[config.mk]
export PLATFORM = sky130hd
export DESIGN_NAME = sqrt_arbiter
export DESIGN_NICKNAME = d
export VERILOG_FILES = /design/src/rtl/sqrt_pkg.sv /design/src/rtl/sqrt_rr_arb.sv /design/src/rtl/sqrt_arbiter.sv
export SDC_FILE = /design/constraint.sdc
export NUM_CORES = 1
export LEC_CHECK = 0
export ABC_AREA = 1
export BUFFER_PORTS_ARGS = -buffer_cell sky130_fd_sc_hd__buf_2
export CELL_PAD_IN_SITES_DETAIL_PLACEMENT = 1
export CELL_PAD_IN_SITES_GLOBAL_PLACEMENT = 2
export CORE_UTILIZATION = 24
export DETAILED_ROUTE_END_ITERATION = 6
export PLACE_DENSITY_LB_ADDON = 0.12
export SLEW_MARGIN = 5
export SYNTH_ARGS = -nofsm -noshare
export SYNTH_HDL_FRONTEND = slang
export SYNTH_SLANG_ARGS = --single-unit
[constraint.sdc]
create_clock -name clk_i -period 3 [get_ports clk_i]
set_input_delay 0.3 -clock clk_i [delete_from_list [all_inputs] [get_ports clk_i]]
set_output_delay 0.3 -clock clk_i [all_outputs]
set_load 0.02 [all_outputs]
[src/rtl/sqrt_pkg.sv]
// Shared constants for the square-root core arbiter: FSM state codes, default widths, latency figures.
package sqrt_pkg;

  localparam int X_W_DEF = 8;
  localparam int R_W_DEF = 4;

  // One result bit of the core costs CORE_ITER_CYC cycles; the arbiter adds ARB_OVH_CYC around it.
  localparam int CORE_ITER_CYC = 6;
  localparam int ARB_OVH_CYC   = 6;

  typedef logic [2:0] arb_state_t;

  localparam arb_state_t ST_IDLE = 3'd0;
  localparam arb_state_t ST_LOAD = 3'd1;
  localparam arb_state_t ST_RUN  = 3'd2;
  localparam arb_state_t ST_WAIT = 3'd3;
  localparam arb_state_t ST_RESP = 3'd4;

endpackage

[src/rtl/sqrt_rr_arb.sv]
// Round-robin selector: combinational pick of the first valid requester at/after the pointer,
// pointer advanced past the winner only when the grant is taken.
module sqrt_rr_arb
  import sqrt_pkg::*;
#(
  parameter  int N_REQ = 4,
  localparam int IDW   = $clog2(N_REQ)
) (
  input  logic             clk_i,
  input  logic             rst_i,
  input  logic [N_REQ-1:0] valid_i,
  input  logic             en_i,
  output logic [N_REQ-1:0] grant_o,
  output logic [IDW-1:0]   grant_id_o,
  output logic             any_o
);

  logic [IDW-1:0] ptr_q;
  logic [IDW-1:0] ptr_d;
  int             idx;

  always_comb begin
    any_o      = 1'b0;
    grant_id_o = '0;
    idx        = 0;
    for (int off = 0; off < N_REQ; off++) begin
      idx = int'(ptr_q) + off;
      if (idx >= N_REQ) idx = idx - N_REQ;
      if (!any_o && valid_i[idx[IDW-1:0]]) begin
        any_o      = 1'b1;
        grant_id_o = idx[IDW-1:0];
      end
    end
  end

  always_comb begin
    grant_o = '0;
    ptr_d   = ptr_q;
    if (en_i && any_o) begin
      grant_o[grant_id_o] = 1'b1;
      ptr_d = (grant_id_o == IDW'(N_REQ - 1)) ? '0 : grant_id_o + 1'b1;
    end
  end

  always_ff @(posedge clk_i) begin
    if (rst_i) ptr_q <= '0;
    else       ptr_q <= ptr_d;
  end

endmodule

[src/rtl/sqrt_arbiter.sv]
// Shares one sequential square-root core between N_REQ requesters, one operation in flight.
// Optional watchdog abort enabled by defining SQRT_ARB_WDT_EN.
module sqrt_arbiter
  import sqrt_pkg::*;
#(
  parameter  int N_REQ   = 4,
  parameter  int X_W     = X_W_DEF,
  parameter  int R_W     = R_W_DEF,
  parameter  int WDT_CYC = 128,
  localparam int IDW     = $clog2(N_REQ)
) (
  input  logic               clk_i,
  input  logic               rst_i,
  input  logic [N_REQ-1:0]   req_valid_i,
  input  logic [N_REQ*X_W-1:0] req_x_i,
  output logic [N_REQ-1:0]   req_ready_o,
  output logic               rsp_valid_o,
  input  logic               rsp_ready_i,
  output logic [IDW-1:0]     rsp_id_o,
  output logic [R_W-1:0]     rsp_r_o,
  output logic               rsp_err_o,
  output logic               core_enb_o,
  output logic [X_W-1:0]     core_x_o,
  input  logic               core_busy_i,
  input  logic [R_W-1:0]     core_r_i,
  output logic               busy_o
);

  if (N_REQ < 2 || N_REQ > 8 || 2 * R_W != X_W || WDT_CYC < 2) begin : g_cfg_err
    $error("sqrt_arbiter: unsupported parameter set");
  end

  logic [X_W-1:0] x_arr [N_REQ];

  for (genvar gi = 0; gi < N_REQ; gi++) begin : g_unpack
    assign x_arr[gi] = req_x_i[gi*X_W +: X_W];
  end

  arb_state_t     state_q, state_d;
  logic [X_W-1:0] x_q, x_d;
  logic [IDW-1:0] id_q, id_d;
  logic [R_W-1:0] r_q, r_d;
  logic           grant_en;
  logic           any_valid;
  logic [IDW-1:0] grant_id;

`ifdef SQRT_ARB_WDT_EN
  localparam int WDT_W = $clog2(WDT_CYC + 1);
  logic             err_q, err_d;
  logic [WDT_W-1:0] wdt_q, wdt_d;
`endif

  sqrt_rr_arb #(.N_REQ(N_REQ)) u_rr (
    .clk_i      (clk_i),
    .rst_i      (rst_i),
    .valid_i    (req_valid_i),
    .en_i       (grant_en),
    .grant_o    (req_ready_o),
    .grant_id_o (grant_id),
    .any_o      (any_valid)
  );

  always_comb begin
    state_d  = state_q;
    x_d      = x_q;
    id_d     = id_q;
    r_d      = r_q;
    grant_en = 1'b0;
`ifdef SQRT_ARB_WDT_EN
    err_d    = err_q;
    wdt_d    = wdt_q;
`endif
    case (state_q)
      ST_IDLE: begin
        grant_en = !rst_i;
        if (any_valid) begin
          x_d     = x_arr[grant_id];
          id_d    = grant_id;
          state_d = ST_LOAD;
`ifdef SQRT_ARB_WDT_EN
          err_d   = 1'b0;
`endif
        end
      end
      // Enable held low for a cycle so the core restarts from IDLE with the new operand.
      ST_LOAD: begin
        state_d = ST_RUN;
`ifdef SQRT_ARB_WDT_EN
        wdt_d   = '0;
`endif
      end
      ST_RUN:  if (core_busy_i) state_d = ST_WAIT;
      ST_WAIT: begin
        if (!core_busy_i) begin
          r_d     = core_r_i;
          state_d = ST_RESP;
        end
      end
      ST_RESP: if (rsp_ready_i) state_d = ST_IDLE;
      default: state_d = ST_IDLE;
    endcase
`ifdef SQRT_ARB_WDT_EN
    if ((state_q == ST_RUN || state_q == ST_WAIT) && state_d != ST_RESP) begin
      if (wdt_q == WDT_W'(WDT_CYC - 1)) begin
        state_d = ST_RESP;
        r_d     = '0;
        err_d   = 1'b1;
      end else begin
        wdt_d = wdt_q + 1'b1;
      end
    end
`endif
  end

  always_ff @(posedge clk_i) begin
    if (rst_i) begin
      state_q <= ST_IDLE;
      x_q     <= '0;
      id_q    <= '0;
      r_q     <= '0;
`ifdef SQRT_ARB_WDT_EN
      err_q   <= 1'b0;
      wdt_q   <= '0;
`endif
    end else begin
      state_q <= state_d;
      x_q     <= x_d;
      id_q    <= id_d;
      r_q     <= r_d;
`ifdef SQRT_ARB_WDT_EN
      err_q   <= err_d;
      wdt_q   <= wdt_d;
`endif
    end
  end

  assign core_enb_o  = (state_q == ST_RUN) || (state_q == ST_WAIT);
  assign core_x_o    = x_q;
  assign rsp_valid_o = (state_q == ST_RESP);
  assign rsp_id_o    = id_q;
  assign rsp_r_o     = r_q;
  assign busy_o      = (state_q != ST_IDLE);
`ifdef SQRT_ARB_WDT_EN
  assign rsp_err_o   = err_q;
`else
  assign rsp_err_o   = 1'b0;
`endif

endmodule
==> impl_metrics.toml <==
[run_status]
outcome = "completed"

[yosys]
avgSynthCellArea_um2 = 6.28
netlist_area_mm2 = 0.00140
synth-edff-count = 0
yosysUniqueCellTypes = 27
synth_cells = 223
ys_async_sr_fraction_pct = 0
ys.flop_type = "dfxtp_1"
yosysWarnings = 0
ys_ff_latch = 19
synth_seq_area_share_pct = 27.2
yosys.area.top_type = "dfxtp_1"
synth_area_leaders = "dfxtp_1, nand2_1, nand3_1, nand4_1, nand2_2"
netlist.area_leader.share_pct = 27.2
synth_nets = 268

[finish]
nets = 331
fin_util_pct = 32.4
multi_input_area_um2 = 847
final_cell_mix = "nand2_1, buf_2, nand3_1, inv_1, nor2_1"
drive_above_1_share_pct = 34.0
area_delta_synth_final_pct = 29.0
regArea_um2 = 382
fin_area_mm2 = 0.00181
nFillCells = 757
antenna_cells = 0

[clocking]
clock_latency_ns = 0.26
cts_tree = "done"
clk_pin_slew_ns = 0.08
max-clock-path-buffers = 2
htreeDepth = 1
ctsRootBufferMaster = "clkbuf_8"
cts.sinks = 19
cts_made_buffers = 3
cts-hold-fix-buffers = 0
post-cts-setup-buffer-count = 0

[grt]
grt_pass1_wl_mm = 7.56
grt_pass1_vias = 1567
grtUsageTotal_pct = 15.8
grt_overflow_total = 0
grt_max_degree = 19
antenna_found_initial = 0

[detailed_routing]
vias = 1595
finalWirelength_mm = 4.55
antenna_left = 0
remaining_drc_errors = 0
drt_iter0_drc = 59
wl_per_cell_um = 12.7
vias_per_cell = 4.47
dr.pass1.iters = 4

[sta]
finalSetupViolations = 0
fin_worst_skew_ns = 0.00208
fmax_mhz = 370
period_share_pct = 90.1
setup_tns_ns = 0
rsz0062_at_grt = "no"
final_max_slew_viol_count = 0
fin_crit_ns = 2.70
finalHoldViolCount = 0

[setup_path]
rr_startpoint = "u_rr.ptr_q[0]"
endpoint_kind = "output port"
rr_endpoint = "u_rr.ptr_q[0]"
cp.arrival_ns = 2.40
criticalPathCategory = "flip-flop to output port"
worstPathRequired_ns = 2.70
start_kind = "flip-flop"
critPathMaxFanout = 18
worst-r2r-setup-slack_ns = 0.82
worstRegToRegCells = 13

[pwr]
comb_power_share_pct = 67.4
pwr-share-seq_pct = 21.8
pwr-share-clk_pct = 10.8
p_total_w = 0.00173
p_int_w = 0.000783
ir_drop_v = 0.000310
switching_share_pct = 54.6
p_leak_nw = 0.986
p_per_area_mw_per_mm2 = 955
p_sw_w = 0.000942

[placement]
portBuffers = 64
post_dp_cell_area_mm2 = 0.00176
hpwl_mm = 3.58
gp_routability_congestion = 0.763

[floorplanning]
die_h_um = 78.4
core_area_mm2 = 0.00557
die_area_mm2 = 0.00614
die_x_um = 78.4
rows = 27
start_util_pct = 25.1
boundaryPins = 66

[worst_hold_path]
holdCritStartpoint = "rst_i"
hold_path.class = "input pin to flip-flop"
min_to = "state_q[2]"
holdPathStages = 2

[flow_run]
drv_cap = 0
registers in the layout (all words and copies together), names as in the netlist:
register    cells
rsp_r_o         4
rsp_id_o        2
state_q         3
u_rr.ptr_q      2
core_x_o        8
synth_stat cells, types with 2 or more instances:
library cell,number
buf_2,4
buf_6,2
clkinv_1,2
dfxtp_1,19
inv_1,21
inv_2,2
nand2_1,64
nand2_2,15
nand3_1,31
nand3_2,2
nand3_4,2
nand4_1,17
nor2_1,19
nor3_1,2
o21ai_0,8
o21ai_1,2
metal layers:
| metal | GRT usage (%) | share of wire, % | up-vias | wire length, um |
|---|---|---|---|---|
| met2 | 20.9 | 39 | 43 | 1780 |
| met4 | 4.44 | 1.2 | 0 | 53 |
| met3 | 3.26 | 5.7 | 5 | 260 |
| met1 | 24.7 | 54 | 692 | 2460 |
| li1 | - | - | 855 | - |
| met5 | 0 | 0 | - | 0 |
worst max-delay path by stage:
stage                  start              to  depth (start not counted)
2_1_floorplan  u_rr.ptr_q[0]  req_ready_o[3]                         14
3_3_place_gp   u_rr.ptr_q[0]  req_ready_o[2]                         13
3_5_place_dp   u_rr.ptr_q[0]  req_ready_o[0]                         13
4_1_cts        u_rr.ptr_q[0]  req_ready_o[0]                         13
5_1_grt        u_rr.ptr_q[0]  req_ready_o[2]                         14
6_report       u_rr.ptr_q[0]  req_ready_o[0]                         14
power by group through the flow:
stage / logic (W) / clock network, W / registers [W]
final: 0.00116 / 0.000186 / 0.000376
after global routing: 0.00133 / 0.000208 / 0.000386
after CTS: 0.00118 / 0.000199 / 0.000376
after detailed placement: 0.00117 / 0 / 0.000381
after global placement: 0.00118 / 0 / 0.000381
after floorplan: 0.000874 / 0 / 0.000423
critical path, stage by stage, from the launching register on:
cell        delay, ns
dfxtp_2          0.47
inv_6            0.09
nand2_1          0.07
nand2_1          0.08
nand2_1          0.09
nand2_2          0.07
nor2_4           0.14
nand3_4          0.22
nand2_1          0.15
inv_1            0.06
nand2_2          0.09
clkinvlp_4       0.23
nand2_1          0.17
nor2_1           0.06
buf_2            0.15
through the flow:
stage               hold WS [ns]  std cells  setup WS, ns
global route               0.204        357        0.0108
global placement           0.436        353         0.407
detailed placement         0.445        353         0.400
floorplan                  0.369        223         0.940
finish                     0.201        357         0.298
CTS                        0.194        357        0.0842
cell type report:
type	instances	area share [%]
well taps	72	4.99
clock inverters	1	0.277
inverters	26	5.89
repair buffers	66	18.6
clock buffers	3	2.29
flip-flops and latches	19	21.1
multi-input cells	170	46.9
timing repair:
action,in CTS,in global routing
hold endpoints to repair,0,0
gates resized for setup,0,2
endpoints found under the setup margin,0,4
cells by family (layout without fill, tap and decap cells):
kind of cell / Yosys count / in the layout / synth area share (%)
buffers and inverters: 34 / 96 / 12.3
AO/OA/AOI/OAI: 13 / 13 / 5.00
other: 1 / 1 / 0.268
adder cells (fa/ha/maj): 1 / 1 / 0.894
AND/OR/NAND/NOR: 155 / 155 / 54.3
flip-flops: 19 / 19 / 27.2
Power figures use the tool's default switching activity.
